[config.mk]
export PLATFORM = sky130hd
export DESIGN_NAME = fp_exp_combine
export DESIGN_NICKNAME = d
export VERILOG_FILES = /design/src/rtl/fp_exp_combine.sv
export SDC_FILE = /design/constraint.sdc
export NUM_CORES = 1
export LEC_CHECK = 0
export ABC_AREA = 1
export BUFFER_PORTS_ARGS = -buffer_cell sky130_fd_sc_hd__buf_2
export CORE_MARGIN = 3
export CORE_UTILIZATION = 55
export CTS_CLUSTER_DIAMETER = 60
export CTS_CLUSTER_SIZE = 24
export DETAILED_ROUTE_END_ITERATION = 10
export MAX_ROUTING_LAYER = met4
export PLACE_DENSITY = 0.74
export SETUP_SLACK_MARGIN = 0.02
export SYNTH_ARGS = -nofsm -noshare
export SYNTH_HDL_FRONTEND = slang
export SYNTH_SLANG_ARGS = --single-unit
[constraint.sdc]
create_clock -name clk -period 6.18 [get_ports clk]
set_input_delay 1.545 -clock clk [delete_from_list [all_inputs] [get_ports clk]]
set_output_delay 1.545 -clock clk [all_outputs]
set_load 0.03 [all_outputs]
[src/rtl/fp_exp_combine.sv]
// fp_exp_combine: 2-stage FP16 multiplier joining the two partial exponentials into exp(a).
// Define FP_EXP_OVF_CNT_EN to add the saturating ovf_count port.
module fp_exp_combine #(
   parameter int PIPE_STAGES = 2
) (
   input  logic        clk,
   input  logic        rst,
   input  logic        in_valid,
   output logic        in_ready,
   input  logic [15:0] partial_exp1,
   input  logic [15:0] partial_exp2,
   output logic        out_valid,
   input  logic        out_ready,
   output logic [15:0] exp_out
`ifdef FP_EXP_OVF_CNT_EN
   ,output logic [15:0] ovf_count
`endif
);
   generate
      if (PIPE_STAGES != 2) begin : g_bad_stages
         $error("fp_exp_combine supports only PIPE_STAGES = 2");
      end
   endgenerate
   logic               s1_valid, s2_valid, s1_zero, s1_inf, s1_sign;
   logic [21:0]        s1_prod;
   logic signed [6:0]  s1_exp;
   logic [15:0]        s2_res;
   logic               in_fire, s2_adv;
   logic [4:0]         e1, e2;
   logic               op_zero, op_inf;
   logic [21:0]        prod;
   logic signed [6:0]  exp_sum;
   logic               hi, guard, sticky, round_up;
   logic [9:0]         mant;
   logic [10:0]        rnd;
   logic signed [6:0]  e_fin;
   logic [15:0]        res;
   assign s2_adv    = s1_valid && (!s2_valid || out_ready);
   assign in_ready  = !s1_valid || s2_adv;
   assign in_fire   = in_valid && in_ready;
   assign out_valid = s2_valid;
   assign exp_out   = s2_res;
   // Stage 1: classify operands, multiply hidden-bit mantissas, sum biased exponents.
   assign e1      = partial_exp1[14:10];
   assign e2      = partial_exp2[14:10];
   assign op_zero = (e1 == 5'd0) || (e2 == 5'd0);
   assign op_inf  = (e1 == 5'h1f) || (e2 == 5'h1f);
   assign prod    = 22'({1'b1, partial_exp1[9:0]}) * 22'({1'b1, partial_exp2[9:0]});
   assign exp_sum = $signed({2'b00, e1}) + $signed({2'b00, e2}) - 7'sd15;
   always_ff @(posedge clk or posedge rst) begin
      if (rst) begin
         s1_valid <= 1'b0;
         s1_zero  <= 1'b0;
         s1_inf   <= 1'b0;
         s1_sign  <= 1'b0;
         s1_prod  <= '0;
         s1_exp   <= '0;
      end else begin
         if (in_fire) begin
            s1_valid <= 1'b1;
            s1_zero  <= op_zero;
            s1_inf   <= op_inf;
            s1_sign  <= partial_exp1[15] ^ partial_exp2[15];
            s1_prod  <= prod;
            s1_exp   <= exp_sum;
         end else if (s2_adv) begin
            s1_valid <= 1'b0;
         end
      end
   end
   // Stage 2: normalize, round to nearest even, then clamp to inf / zero.
   assign hi       = s1_prod[21];
   assign mant     = hi ? s1_prod[20:11] : s1_prod[19:10];
   assign guard    = hi ? s1_prod[10] : s1_prod[9];
   assign sticky   = hi ? |s1_prod[9:0] : |s1_prod[8:0];
   assign round_up = guard && (sticky || mant[0]);
   assign rnd      = {1'b0, mant} + {10'd0, round_up};
   assign e_fin    = s1_exp + (hi ? 7'sd1 : 7'sd0) + (rnd[10] ? 7'sd1 : 7'sd0);
   assign res      = s1_zero         ? 16'h0000 :
                     s1_inf          ? 16'h7C00 :
                     (e_fin >= 7'sd31) ? {s1_sign, 15'h7C00} :
                     (e_fin <= 7'sd0)  ? {s1_sign, 15'h0000} :
                                         {s1_sign, e_fin[4:0], rnd[9:0]};
   always_ff @(posedge clk or posedge rst) begin
      if (rst) begin
         s2_valid <= 1'b0;
         s2_res   <= 16'h0000;
      end else if (s2_adv) begin
         s2_valid <= 1'b1;
         s2_res   <= res;
      end else if (out_ready) begin
         s2_valid <= 1'b0;
      end
   end
`ifdef FP_EXP_OVF_CNT_EN
   always_ff @(posedge clk or posedge rst) begin
      if (rst)
         ovf_count <= 16'h0000;
      else if (out_valid && out_ready && exp_out[14:10] == 5'h1f && ovf_count != 16'hFFFF)
         ovf_count <= ovf_count + 16'd1;
   end
`endif
endmodule

* After elaboration in Yosys (flattened, before gate mapping) *
Index checks and enable logic that the tools add are counted.

word-level totals
  register bits = 50
  output and inout port bits = 18
  logic and storage cells = 48

operators by class
  add/sub/neg operators = 5
  $mul = 1
  $lt $le $gt $ge = 2
  equality and inequality tests = 2
  multiplexer cells = 13
  bitwise gates (word level) = 1
  reduce and logical (&&, ||, !) cells = 16

operator list
  cell                                                                              count
  16-bit two-way mux                                                                2
  15-bit two-way mux                                                                2
  11-bit by 11-bit multiplier with 22-bit output                                    1
  7-bit by 2-bit adder with 7-bit output                                            2
  10-bit by 1-bit adder with 11-bit output                                          1
  5-bit == test, second input constant                                              2
  5-bit logical NOT                                                                 2
  10-bit two-way mux                                                                1
  10-bit OR reduction                                                               1
  9-bit OR reduction                                                                1
  1-bit two-way mux                                                                 8
  7-bit by 6-bit >= comparator with 1-bit output, second input constant             1
  7-bit by 1-bit less-or-equal comparator with 1-bit output, second input constant  1
  6-bit by 4-bit subtractor with 7-bit output, second input constant                1
  5-bit by 5-bit adder with 6-bit output                                            1
  1-bit logical OR                                                                  5
  2-bit nonzero test                                                                2
  1-bit logical AND                                                                 3
  1-bit logical NOT                                                                 2
  1-bit XOR                                                                         1

* Longest topological paths before layout *
  depth after elaboration = 12
  gate-level depth with buffers = 24

* Least setup slack after synthesis *
OpenSTA, ideal clock, no wires.

  path kind = input to register
  from = input port partial_exp2[5]
  to = register s1_prod[17]
  library setup time = 0.118 ns
  arrival time = 5.733 ns
  data required time = 6.062 ns
  slack = 0.329 ns
  cell stages on the path = 19
  buffers on the path = 1
  cell sequence = clkbuf_1 > nand2_1 > fa_1 > inv_1 > fa_1 > fa_1 > fa_1 > inv_1 > fa_1 > inv_1 > ha_1 > a21oi_1 > inv_1 > a21oi_1 > nor2_1 > nor2_1 > nand3b_1 > nand3_1 > nand2_1

on the way
  longest elaborated chain between the ends = 1

RTL lines
  item                                            line  source
  start: declaration                              11    input logic [15:0] partial_exp2,
  11-bit by 11-bit multiplier with 22-bit output  48    assign prod = 22'({1'b1, partial_exp1[9:0]}) * 22'({1'b1, partial_exp2[9:0]});
  end signal: assignment                          64    s1_prod <= prod;
  end: declaration                                25    logic [21:0] s1_prod;

Every way passes these cells.
A chain may end at the register's enable or synchronous reset.

* Worst setup path after layout *
Ends and elaborated chain as after synthesis.

==> metrics.md <==
| Metric | Value |
|---|---|
| Status | `finished, final reports clean` |
| CTS H-tree lvls | `2` |
| Slowest cell on crit path | `fa_1` |
| Drc violations | `0` |
| Cells after Synth | `961` |
| Placed inst area | `~0.0074 mm^2` |
| Area growth syn-to-layout | `7.72%` |
| R2R Path Start | `s1_prod[21]` |
| Post-DP HPWL | `between 10 and 15 mm` |
| Number of buffers created by CTS | `5` |
| Final Hold Violating Endpoints | `0` |
| Critical Path Start | `partial_exp2[5]` |
| Worst-margin pin slew | `roughly 1 ns` |
| Ys async rst share | `100%` |
| Ys flop type | `dfrtp_1` |
| First-pass GRT wire length | `27.3 mm` |
| Syn avg cell area | `7.34 um^2` |
| VDD IR-drop max | `around 0.21 mV` |
| Crit path arrival time | `5.94 ns` |
| Fmax | `roughly 0.17 GHz` |
| Final setup violation count | `0` |
| CTS tree | `yes` |
| Sequential fraction of the synthesis area | `between 10% and 20%` |
| Die Y | `~120 um` |
| Slowest stage delay, CP | `between 0.5 and 0.6 ns` |
| Tmin final | `around 5.8 ns` |
| Ys Warns | `0` |
| Detailed Routing Iterations Pass 1 | `5` |
| Flop and latch count out of synthesis | `50` |
| Worst setup EP type | `flop` |
| Die Wd | `between 100 and 150 um` |
| Leak | `between 0.004 and 0.005 uW` |
| Power share of the combinational group | `between 70% and 80%` |
| Reg2reg path depth | `17` |
| WL final | `~15 mm` |
| Clk slew on worst S/H paths | `0.08 ns` |
| Cells after DPL | `roughly 1200` |
| Initial DRC Count | `between 300 and 400` |
| Via count | `5834` |
| CP cell instances | `buf_2 > nand2_1 > fa_1 > inv_1 > fa_1 > fa_1 > fa_1 > inv_1 > fa_1 > inv_1 > ha_1 > a21oi_1 > inv_1 > a21oi_1 > nor2_1 > nor2_1 > nand3b_1 > nand3_1 > nand2_1` |
| Fin. max-slew vios | `0` |
| Placer Congestion | `around 0.98` |
| Clk_skew | `0.0127 ns` |
| Unrepaired setup endpoints after global routing | `no` |
| Post-CTS Setup Bufs | `0` |
| Root buf cell | `clkbuf_16` |
| Critical Path Fanout Max | `11` |
| Share of layout cells above drive strength 1 | `10.4%` |
| Max cap viols | `0` |
| Final Cell Area | `between 0.007 and 0.008 mm^2` |
| Syn Nets | `1149` |
| Die ar. | `roughly 0.014 mm^2` |
| Worst reg2reg endpoint | `exp_out[4]` |
| Critical Path Start Type | `input pin` |
| Power Dens Cells | `about 440 mW/mm^2` |
| Core area | `~0.012 mm^2` |
| Later-pin clock latency in the skew report | `about 0.30 ns` |
| Vias/cell | `approximately 5.0` |
| Distinct cells, synth | `33` |
| Post-cts repair resize count | `0` |
| Crit path capture | `s1_prod[17]` |
| Wirelength per Cell | `13.2 um` |
| Hold WS | `around 0.48 ns` |
| Sw Ratio | `roughly 54%` |
| Total global-route track usage | `a little under a quarter` |
| Hold crit path type | `flop to flop` |
| Number of fill cells | `~1200` |
| Setup ws final | `approximately 0.43 ns` |
| Initial Util | `approximately 57%` |
| GR Overflow Total | `0` |
| Critical path class | `input pin to flop` |
| Most used cell, CP | `fa_1` |
| Flop2flop setup slack | `approximately 2.4 ns` |
| Routed Antenna Nets | `0` |
| Req. time, crit path | `about 6.4 ns` |
| Vias in the first global route | `approximately 6000` |
| I/O Buffers | `53` |
| Place WS | `between 0.07 and 0.08 ns` |
| Register share of total power | `approximately 17%` |
| Synth Cell Area | `just over 0.007 mm^2` |
| Relative slew slack | `about a third` |
| Post-layout net count | `about 1200` |
| Antenna violations before repair | `0` |
| NetSw | `~1800 uW` |
| P_int | `1530 uW` |
| # diodes | `0` |
| # hold bufs at CTS | `0` |
| Deepest clock path buffer count | `2` |
| I/O pins | `54` |
| # rows | `40` |
| Final Cycle Share | `between 90 and 100%` |
| CTS sink count | `50` |
| Final Non-Filler Cells | `roughly 1200` |
| Largest net degree at the start of global routing | `51` |
| Post-synth EDFFs | `0` |
| TNS Setup | `0 ns` |
| Clk pwr share | `8.7%` |
## power groups by stage
stage               clock [uW]  sequential, uW  combinational (uW)
floorplan                    0             626                1900
global placement             0             570                2440
detailed placement           0             572                2490
CTS                        296             568                2510
global route               306             589                2930
finish                     293             569                2500
## worst min-delay path by stage
stage / from / to / slack (ns) / cells past startpoint
floorplan: s1_prod[15] / s1_prod[15] / 0.45 / 2
global placement: exp_out[11] / exp_out[11] / 0.46 / 2
detailed placement: exp_out[11] / exp_out[11] / 0.46 / 2
CTS: exp_out[11] / exp_out[11] / 0.48 / 2
global route: exp_out[5] / exp_out[5] / 0.49 / 2
finish: exp_out[11] / exp_out[11] / 0.48 / 2
## state kept, by name, indices dropped and copies added (netlist names)
signal / count
s1_prod: 22
exp_out: 16
s1_exp: 7
out_valid: 1
s1_inf: 1
s1_sign: 1
s1_valid: 1
s1_zero: 1
## stage by stage
step	utilization [%]	power, uW
after detailed placement	60.7	3060
after global routing	61.9	3830
after floorplan	-	2530
after CTS	61.9	3370
final	61.9	3360
after global placement	60.7	3010
## cells in the mapped netlist, types with 3 or more instances
master      n  area (um^2)
a21oi_1    21          105
buf_2       3         15.0
clkbuf_1   25         93.8
dfrtp_1    50         1250
fa_1       82         1640
ha_1       70          876
inv_1     221          830
inv_2       5         18.8
nand2_1   296         1110
nand2_2     6         37.5
nand3_1    42          210
nand3b_1    4         30.0
nand4_1    12         75.1
nor2_1     38          143
nor2_2      7         43.8
nor3_1      4         20.0
o21ai_0    24          120
o21ai_1     5         25.0
o21ai_2    10         87.6
o21bai_1    5         37.5
or2_2       3         18.8
xnor2_1     9         78.8
xor2_1      5         43.8
## critical path: cells and delay by family
family | cells | cell delay [ns]
buffers and inverters | 5 | 0.44
AND/OR/NAND/NOR | 6 | 0.53
adder cells (fa/ha/maj) | 6 | 3.00
AO/OA/AOI/OAI | 2 | 0.41
## cells in the final DEF (no fill, tap or decap), types with 2 or more instances in the layout
cell type / n
or2_2: 3
o21ai_2: 10
ha_1: 70
clkbuf_16: 5
xnor2_1: 9
nand2_2: 6
nand3b_1: 4
fa_1: 82
o21ai_0: 23
a31oi_1: 2
o21bai_1: 5
o22ai_1: 2
nand2_4: 2
xor2_1: 5
dfrtp_1: 50
a21oi_1: 21
buf_4: 6
nor2_1: 38
nor3_1: 4
inv_1: 220
nand4_1: 12
buf_2: 53
nand2_1: 296
o21ai_1: 6
inv_2: 6
nor2_2: 7
nand3_1: 42
## metal layers
layer	share of wire, %	vias up	track usage [%]	routed length, um
li1	-	2946	-	-
met1	45	2735	30.3	6970
met2	49	129	40.8	7480
met3	4.3	24	3.18	654
met4	1.8	0	5.94	272
met5	0	-	-	0
## cells by family after synthesis
group                    count (synthesis)  synth area share (%)
AND/OR/NAND/NOR                        415                  24.4
buffers and inverters                  256                  13.9
XOR/XNOR                                14                  1.74
flip-flops                              50                  17.7
adder cells (fa/ha/maj)                152                  35.7
AO/OA/AOI/OAI                           74                  6.55
## layout make-up
class                           count  area (um^2)  area share, %
Inverter                          226          848           11.2
Timing Repair Buffer               59          310           4.09
Sequential cell                    50         1250           16.5
Multi-Input combinational cell    655         4820           63.5
Clock buffer                        6          139           1.83
Tap cell                          168          210           2.77
Clock inverter                      2         16.3          0.214
Power figures use the tool's default switching activity.
